==> config.mk <==
export PLATFORM = sky130hd
export DESIGN_NAME = conf_int_acc__noff__stream
export DESIGN_NICKNAME = d
export VERILOG_FILES = /design/src/rtl/conf_int_pkg.sv /design/src/rtl/conf_int_sat_add.sv /design/src/rtl/conf_int_acc__noff__stream.sv
export SDC_FILE = /design/constraint.sdc
export NUM_CORES = 1
export LEC_CHECK = 0
export ABC_AREA = 1
export CAP_MARGIN = 20
export CORE_MARGIN = 2
export CORE_UTILIZATION = 40
export DETAILED_ROUTE_END_ITERATION = 10
export PLACE_DENSITY = 0.74
export SETUP_SLACK_MARGIN = 0.2
export SLEW_MARGIN = 20
export SYNTH_ARGS = -nofsm -noshare
export SYNTH_HDL_FRONTEND = slang
export SYNTH_SLANG_ARGS = --single-unit
==> constraint.sdc <==
create_clock -name clk -period 2.7 [get_ports clk]
set_input_delay 0.54 -clock clk [delete_from_list [all_inputs] [get_ports clk]]
set_output_delay 0.54 -clock clk [all_outputs]
set_load 0.03 [all_outputs]
==> src/rtl/conf_int_pkg.sv <==
// Shared FSM state encoding and default parameter values for the conf_int accumulator.
package conf_int_pkg;

    typedef enum logic [1:0] {
        IDLE = 2'd0,
        ACC  = 2'd1,
        DONE = 2'd2
    } state_t;

    localparam int DEF_OP_BITWIDTH        = 16;
    localparam int DEF_DATA_PATH_BITWIDTH = 16;
    localparam int DEF_ACC_BITWIDTH       = 32;
    localparam int DEF_LEN_BITWIDTH       = 8;
    localparam int DEF_APX_DROP           = 4;

endpackage

==> src/rtl/conf_int_sat_add.sv <==
// Unsigned saturating adder: clamps to all-ones and flags overflow on carry-out.
// Purely combinational, zero latency, no flow control.
module conf_int_sat_add
    import conf_int_pkg::*;
#(
    parameter int ACC_BITWIDTH = DEF_ACC_BITWIDTH
) (
    input  logic [ACC_BITWIDTH-1:0] a,
    input  logic [ACC_BITWIDTH-1:0] b,
    output logic [ACC_BITWIDTH-1:0] sum,
    output logic                    overflow
);

    logic [ACC_BITWIDTH:0] raw;

    assign raw      = {1'b0, a} + {1'b0, b};
    assign overflow = raw[ACC_BITWIDTH];
    assign sum      = overflow ? {ACC_BITWIDTH{1'b1}} : raw[ACC_BITWIDTH-1:0];

endmodule

==> src/rtl/conf_int_acc__noff__stream.sv <==
// Streaming accumulator of len products with accurate/approximate mode and saturation.
// Result valid 1 cycle after the last accepted beat; in_ready only in ACC, result held until out_ready.
module conf_int_acc__noff__stream
    import conf_int_pkg::*;
#(
    parameter int OP_BITWIDTH        = DEF_OP_BITWIDTH,
    parameter int DATA_PATH_BITWIDTH = DEF_DATA_PATH_BITWIDTH,
    parameter int ACC_BITWIDTH       = DEF_ACC_BITWIDTH,
    parameter int LEN_BITWIDTH       = DEF_LEN_BITWIDTH,
    parameter int APX_DROP           = DEF_APX_DROP
) (
    input  logic                          clk,
    input  logic                          rst_n,
    input  logic                          racc,
    input  logic                          rapx,
    input  logic                          start,
    input  logic [LEN_BITWIDTH-1:0]       len,
    input  logic                          in_valid,
    output logic                          in_ready,
    input  logic [DATA_PATH_BITWIDTH-1:0] d,
    output logic                          out_valid,
    input  logic                          out_ready,
    output logic [ACC_BITWIDTH-1:0]       sum,
    output logic                          sat,
    output logic                          busy
);

    // A product of two OP_BITWIDTH operands never drives bits above 2*OP_BITWIDTH.
    localparam int OPND_W = (DATA_PATH_BITWIDTH < 2 * OP_BITWIDTH) ?
                            DATA_PATH_BITWIDTH : 2 * OP_BITWIDTH;
    localparam logic [ACC_BITWIDTH-1:0] APX_MASK =
        ~((ACC_BITWIDTH'(1) << APX_DROP) - ACC_BITWIDTH'(1));

    state_t                  state;
    logic [LEN_BITWIDTH-1:0] cnt;
    logic                    apx;
    logic [ACC_BITWIDTH-1:0] acc;
    logic                    sat_r;

    logic [ACC_BITWIDTH-1:0] d_ext;
    logic [ACC_BITWIDTH-1:0] opnd;
    logic [ACC_BITWIDTH-1:0] add_sum;
    logic                    add_ovf;
    logic                    beat;

    assign d_ext = ACC_BITWIDTH'(d[OPND_W-1:0]);
    assign opnd  = apx ? (d_ext & APX_MASK) : d_ext;
    assign beat  = in_valid && in_ready;

    conf_int_sat_add #(
        .ACC_BITWIDTH(ACC_BITWIDTH)
    ) u_sat_add (
        .a       (acc),
        .b       (opnd),
        .sum     (add_sum),
        .overflow(add_ovf)
    );

    // Handshake outputs decode the state register only, never the inputs.
    assign in_ready  = (state == ACC);
    assign out_valid = (state == DONE);
    assign busy      = (state != IDLE);
    assign sum       = acc;
    assign sat       = sat_r;

    always_ff @(posedge clk or negedge rst_n) begin
        if (!rst_n) begin
            state <= IDLE;
            cnt   <= '0;
            apx   <= 1'b0;
            acc   <= '0;
            sat_r <= 1'b0;
        end else begin
            case (state)
                IDLE: begin
                    if (start) begin
                        acc   <= '0;
                        sat_r <= 1'b0;
                        cnt   <= len;
                        apx   <= rapx && !racc;
                        state <= (len == '0) ? DONE : ACC;
                    end
                end
                ACC: begin
                    if (beat) begin
                        acc   <= add_sum;
                        sat_r <= sat_r || add_ovf;
                        cnt   <= cnt - LEN_BITWIDTH'(1);
                        if (cnt == LEN_BITWIDTH'(1)) begin
                            state <= DONE;
                        end
                    end
                end
                DONE: begin
                    if (out_ready) begin
                        state <= IDLE;
                    end
                end
                default: state <= IDLE;
            endcase
        end
    end

endmodule

# --- Yosys cells after proc, flatten, opt, wreduce, memory -nomap -nowiden ---
# Index checks and enable logic that the tools add are counted.
totals:
  register_bits: 44
  latchBits: 0
  ram_bits: 0
  mem_bits_ro: 0
  input_bits: 31
  output_inout_bits: 36
  word_cells: 42
  n_memories: 0
op_classes:
  n_addsub: 2
  multipliers: 0
  div: 0
  n_lt_le_gt_ge: 0
  n_eq_ne: 7
  n_shift: 0
  mux: 17
  bitwise_logic: 0
  reduce_logical: 11
ops:
  columns: ["cell", "n"]
  rows:
  - ["$mux W32", 3]
  - ["$pmux W32 S2", 1]
  - ["$add A32 B16 Y33", 1]
  - ["$mux W8", 2]
  - ["$pmux W8 S2", 1]
  - ["$mux W2", 5]
  - ["$eq A8 B1 Y1 const B", 1]
  - ["$logic_not A8 Y1", 1]
  - ["$sub A8 B1 Y8 const B", 1]
  - ["$ne A2 B1 Y1 const B", 3]
  - ["$pmux W2 S3", 1]
  - ["$mux W4", 1]
  - ["$reduce_and A4 Y1", 1]
  - ["$reduce_bool A2 Y1", 2]
  - ["$reduce_and A3 Y1", 1]
  - ["$eq A2 B1 Y1 const B", 1]
  - ["$eq A2 B2 Y1 const B", 1]
  - ["$logic_and A1 B1 Y1", 2]
  - ["$logic_not A2 Y1", 1]
  - ["$mux W1", 2]
  - ["$ne A2 B2 Y1 const B", 1]
  - ["$pmux W1 S2", 1]
  - ["$reduce_and A2 Y1", 1]
  - ["$logic_not A1 Y1", 1]
  - ["$logic_or A1 B1 Y1", 1]

# --- Depth between registers and ports, before layout ---
# Gate-level depths: netlist (run 1).
depth:
  ltp_word: 5
  mapped_depth: 15
  mapped_depth_nobuf: 15

# --- By module ---
# A second synthesis (run 1) with hierarchy kept.
unflattened:
  hier_cells: 863
  hier_area_um2: 5013.6
modules_own_cells:
  columns: ["mod", "n_inst", "cells_per_inst", "area_each_um2", "seq_area_each_um2"]
  rows:
  - ["conf_int_sat_add", 1, 578, 2815.2, 0.0]
  - ["conf_int_acc__noff__stream", 1, 285, 2198.4, 1101.1]

# --- Worst setup path after synthesis (run 1) ---
# Ideal clock, no wire load.
synth_path:
  kind: "input to register"
  from: "input d[0]"
  to: "register acc[16], in the netlist sum[16]"
  setup_time_ns: 0.121
  arrival_ns: 2.108
  required_ns: 2.579
  slack_ns: 0.471
  cell_stages: 14
  path_buffers: 1
  path_cell_list: "inv_1 > nor2_1 > ha_1 > fa_1 > nand2_1 > nand2_1 > and2_4 > nand2_1 > nand3_2 > nand2_2 > nand2_4 > buf_6 > a22oi_1 > nand2_1"
synth_via:
  elab_chain_cells: 5
synth_rtl:
  columns: ["item", "line_no", "text"]
  rows:
  - ["start: declaration", "conf_int_acc__noff__stream.sv:20", "input logic [DATA_PATH_BITWIDTH-1:0] d,"]
  - ["$mux W4", "conf_int_acc__noff__stream.sv:47", "assign opnd = apx ? (d_ext & APX_MASK) : d_ext;"]
  - ["$add A32 B16 Y33", "conf_int_sat_add.sv:16", "assign raw = {1'b0, a} + {1'b0, b};"]
  - ["$mux W32", "conf_int_sat_add.sv:18", "assign sum = overflow ? {ACC_BITWIDTH{1'b1}} : raw[ACC_BITWIDTH-1:0];"]
  - ["$mux W32", "conf_int_acc__noff__stream.sv:85", "if (beat) begin"]
  - ["$pmux W32 S2", "conf_int_acc__noff__stream.sv:74", "case (state)"]
  - ["end signal: assignment", "conf_int_acc__noff__stream.sv:86", "acc <= add_sum;"]
  - ["end: declaration", "conf_int_acc__noff__stream.sv:37", "logic [ACC_BITWIDTH-1:0] acc;"]
# No other way between the ends. The select of a mux whose other input is x is not followed.
# A chain may end at the register's enable or synchronous reset.

# --- Final worst setup path (run 1) ---
layout_path:
  from: "input d[0]"
  to: "register acc[29], in the netlist sum[29]"
# The elaborated chain is that of the path after synthesis.

==> out/results.ini, run 1 <==
[cts]
numCtsBuffers = 5
cts_max_level = 2
clk-insertion-delay-late_ps = 310
cts.clk_slew.worst_paths_ps = 100
cts_resized = 0
cts_hold_buf = 0
cts_tree = done
cts_setup_buffers = 0
clockRootBuffer = clkbuf_8
cts.sinks = 44
clk_path_buf_depth = 2

[placement]
numPortBuffers = 66
gp_congestion = 0.927
post_dp_cell_area_um2 = 4600
placedCellCount = 760
hpwl_um = 7680
pre_cts_slack_ps = -106

[detailed_routing]
drc = 0
first_iter_violations = 209
ant_nets = 0
firstDrtPassIters = 5
vias = 3932
drt-total-wl_um = 10000
avgRoutedWirePerCell_um = 13.1
viasPerCell = 5.11

[power_and_ir_drop]
finalPower_mw = 4.04
power.density_nw_per_um2 = 844
leakage_nw = 2.47
irDropWorstVdd_mv = 0.434

[cells_and_area]
area_growth_pct = 27.7
instances_no_fill = 769
n_fill_cell = 906
final_cell_mix = nand2_1, inv_1, clkdlybuf4s50_1
final_cell_area_um2 = 4780
final_nets = 707
fin_util_pct = 52.2
final_common_cell = nand2_1
diodes = 0
drive_above_1_share_pct = 9.27

[die]
core_area_um2 = 9150
die_y_um = 101
ios = 67
fp.dieW_um = 101
start_util_pct = 40.9
num_rows = 35
die_area_um2 = 10200

[timing]
period_minus_slack_ps = 2360
fin_ws_ps = 335
worst_pin_slew_ps = 651
setup_tns_ps = 0
rsz0062_at_grt = false
setup_viol = 0
clock.fmax_mhz = 423
finalClockSkew_ps = 5.67
maxSlewHeadroom_pct = 56.5
maxSlewViolCount = 0
whs_ps = 195
final.period_utilization_pct = 87.6
hold_viol = 0

[logic_synthesis]
synthesis.nets = 630
synth_top_area_share_pct = 29.4
synth_warnings = 0
avgSynthCellArea_um2 = 6.46
synth_cell_types = 43
syn-cell-area_um2 = 3740
ys_seq_elements = 44
synth_edf_count = 0
synthArstFlopShare_pct = 100
ys_seq_area_share_pct = 29.4
yosys-top-cells-area = dfrtp_1, nand2_1, inv_1, nand3_1, ha_1
synth-main-ff-cell = dfrtp_1
syn_inst = 580
yosysTopAreaCell = dfrtp_1

[grt]
grtUsageTotal_pct = 20.6
grt_pass1_vias = 3837
grt_max_degree = 34
grt_overflow = 0
grt_first_pass_wirelength_um = 17000
antenna_found_initial = 0

[critical_path]
cp_slowest_cell = clkdlybuf4s50_1
worstPathRequired_ps = 2910
max_stage_delay_ps = 390
worstSetupPathType = input pin to flip-flop
crit_chain = clkdlybuf4s50_1 > inv_1 > nor2_1 > ha_2 > fa_2 > nand2_2 > nand2_2 > and2_4 > nand2_1 > nand3_2 > nand2_2 > nand2_4 > clkbuf_16 > a22oi_1 > nand2_1
critPathArrivalTime_ps = 2570
critPathLaunchType = input pin
cp-end-kind = flip-flop
worst_path_most_repeated_cell = nand2_2
worstPathMaxFanout = 6

[hold_path]
hold_path_class = input pin to async pin

[run_status]
outcome = complete, no violations

[job]
maxCapViolations = 0

## worst paths after layout
| kind | start | to | slack, ps | cells past startpoint |
|---|---|---|---|---|
| worst max-delay path | d[0] | sum[29] | 340 | 15 |
| worst min-delay path | rst_n | sum[14] | 200 | 1 |
| worst max register to register | apx | sum[29] | 550 | 13 |
| worst min register to register | cnt[7] | cnt[7] | 500 | 2 |
| max in group asynchronous | rst_n | cnt[0] | 1790 | 2 |
| min in group clk | cnt[7] | cnt[7] | 500 | 2 |
## state kept, by name, summed over array words and instances (netlist names)
register	flops
cnt	8
sum	32
sat	1
state	2
apx	1
## logic make-up after synthesis
| family | Yosys count | synth area share (%) |
|---|---|---|
| XOR/XNOR | 9 | 2.11 |
| adder cells (fa/ha/maj) | 19 | 6.55 |
| buffers and inverters | 100 | 10.5 |
| flip-flops | 44 | 29.4 |
| AO/OA/AOI/OAI | 63 | 10.4 |
| AND/OR/NAND/NOR | 345 | 41.0 |
## synthesized netlist by cell type (2+ instances only)
cell type / instances
nand3_1: 55
xor2_1: 6
nor2_2: 3
nand3b_1: 6
a21boi_0: 2
inv_2: 3
nand3_2: 8
a22oi_1: 11
nand2_1: 197
nor2_1: 49
nor3_1: 6
and2_1: 2
ha_1: 18
nand2_2: 2
clkbuf_1: 7
o211ai_1: 5
buf_6: 2
o21ai_0: 27
buf_2: 2
nand4_1: 5
or2_2: 4
nand2_4: 3
inv_1: 84
a21oi_1: 9
xnor2_1: 3
dfrtp_1: 44
## critical path: cells and delay by family
family | cells | cell delay [ps]
and+or+nand+nor | 9 | 720
buffers and inverters | 3 | 630
adders and majority gates | 2 | 530
AOI/OAI and AO/OA | 1 | 140
## where the power goes
part	leakage [nW]	internal [mW]	total (mW)	switching, mW
Sequential	0.577	0.861	1.05	0.194
Clock	0.0583	0.279	0.552	0.273
Combinational	1.84	0.927	2.43	1.50
Total	2.47	2.07	4.04	1.97
## layer usage
metal	GRT usage, %	wire length (µm)	up-vias
met5	0	0	-
met4	5.48	114	0
met3	2.98	557	8
li1	-	-	2001
met1	26.3	4400	1808
met2	36.3	4970	115
## final cells by class
cell class	instances	area [µm²]	area share [%]
Clock buffer	5	68.8	1.44
Inverter	88	330	6.91
Multi-Input combinational cell	436	2290	47.9
Tap cell	111	139	2.90
Timing Repair Buffer	82	806	16.9
Sequential cell	44	1100	23.0
Clock inverter	3	47.5	0.995
Power figures use the tool's default switching activity.
==> inputs of run 2 (changes only) <==
HOLD_SLACK_MARGIN = 0.15   (was default)
TNS_END_PERCENT = 10   (was default)
==> results of run 2 <==
The final DEF is identical to that of run 1; final timing and power are the same.
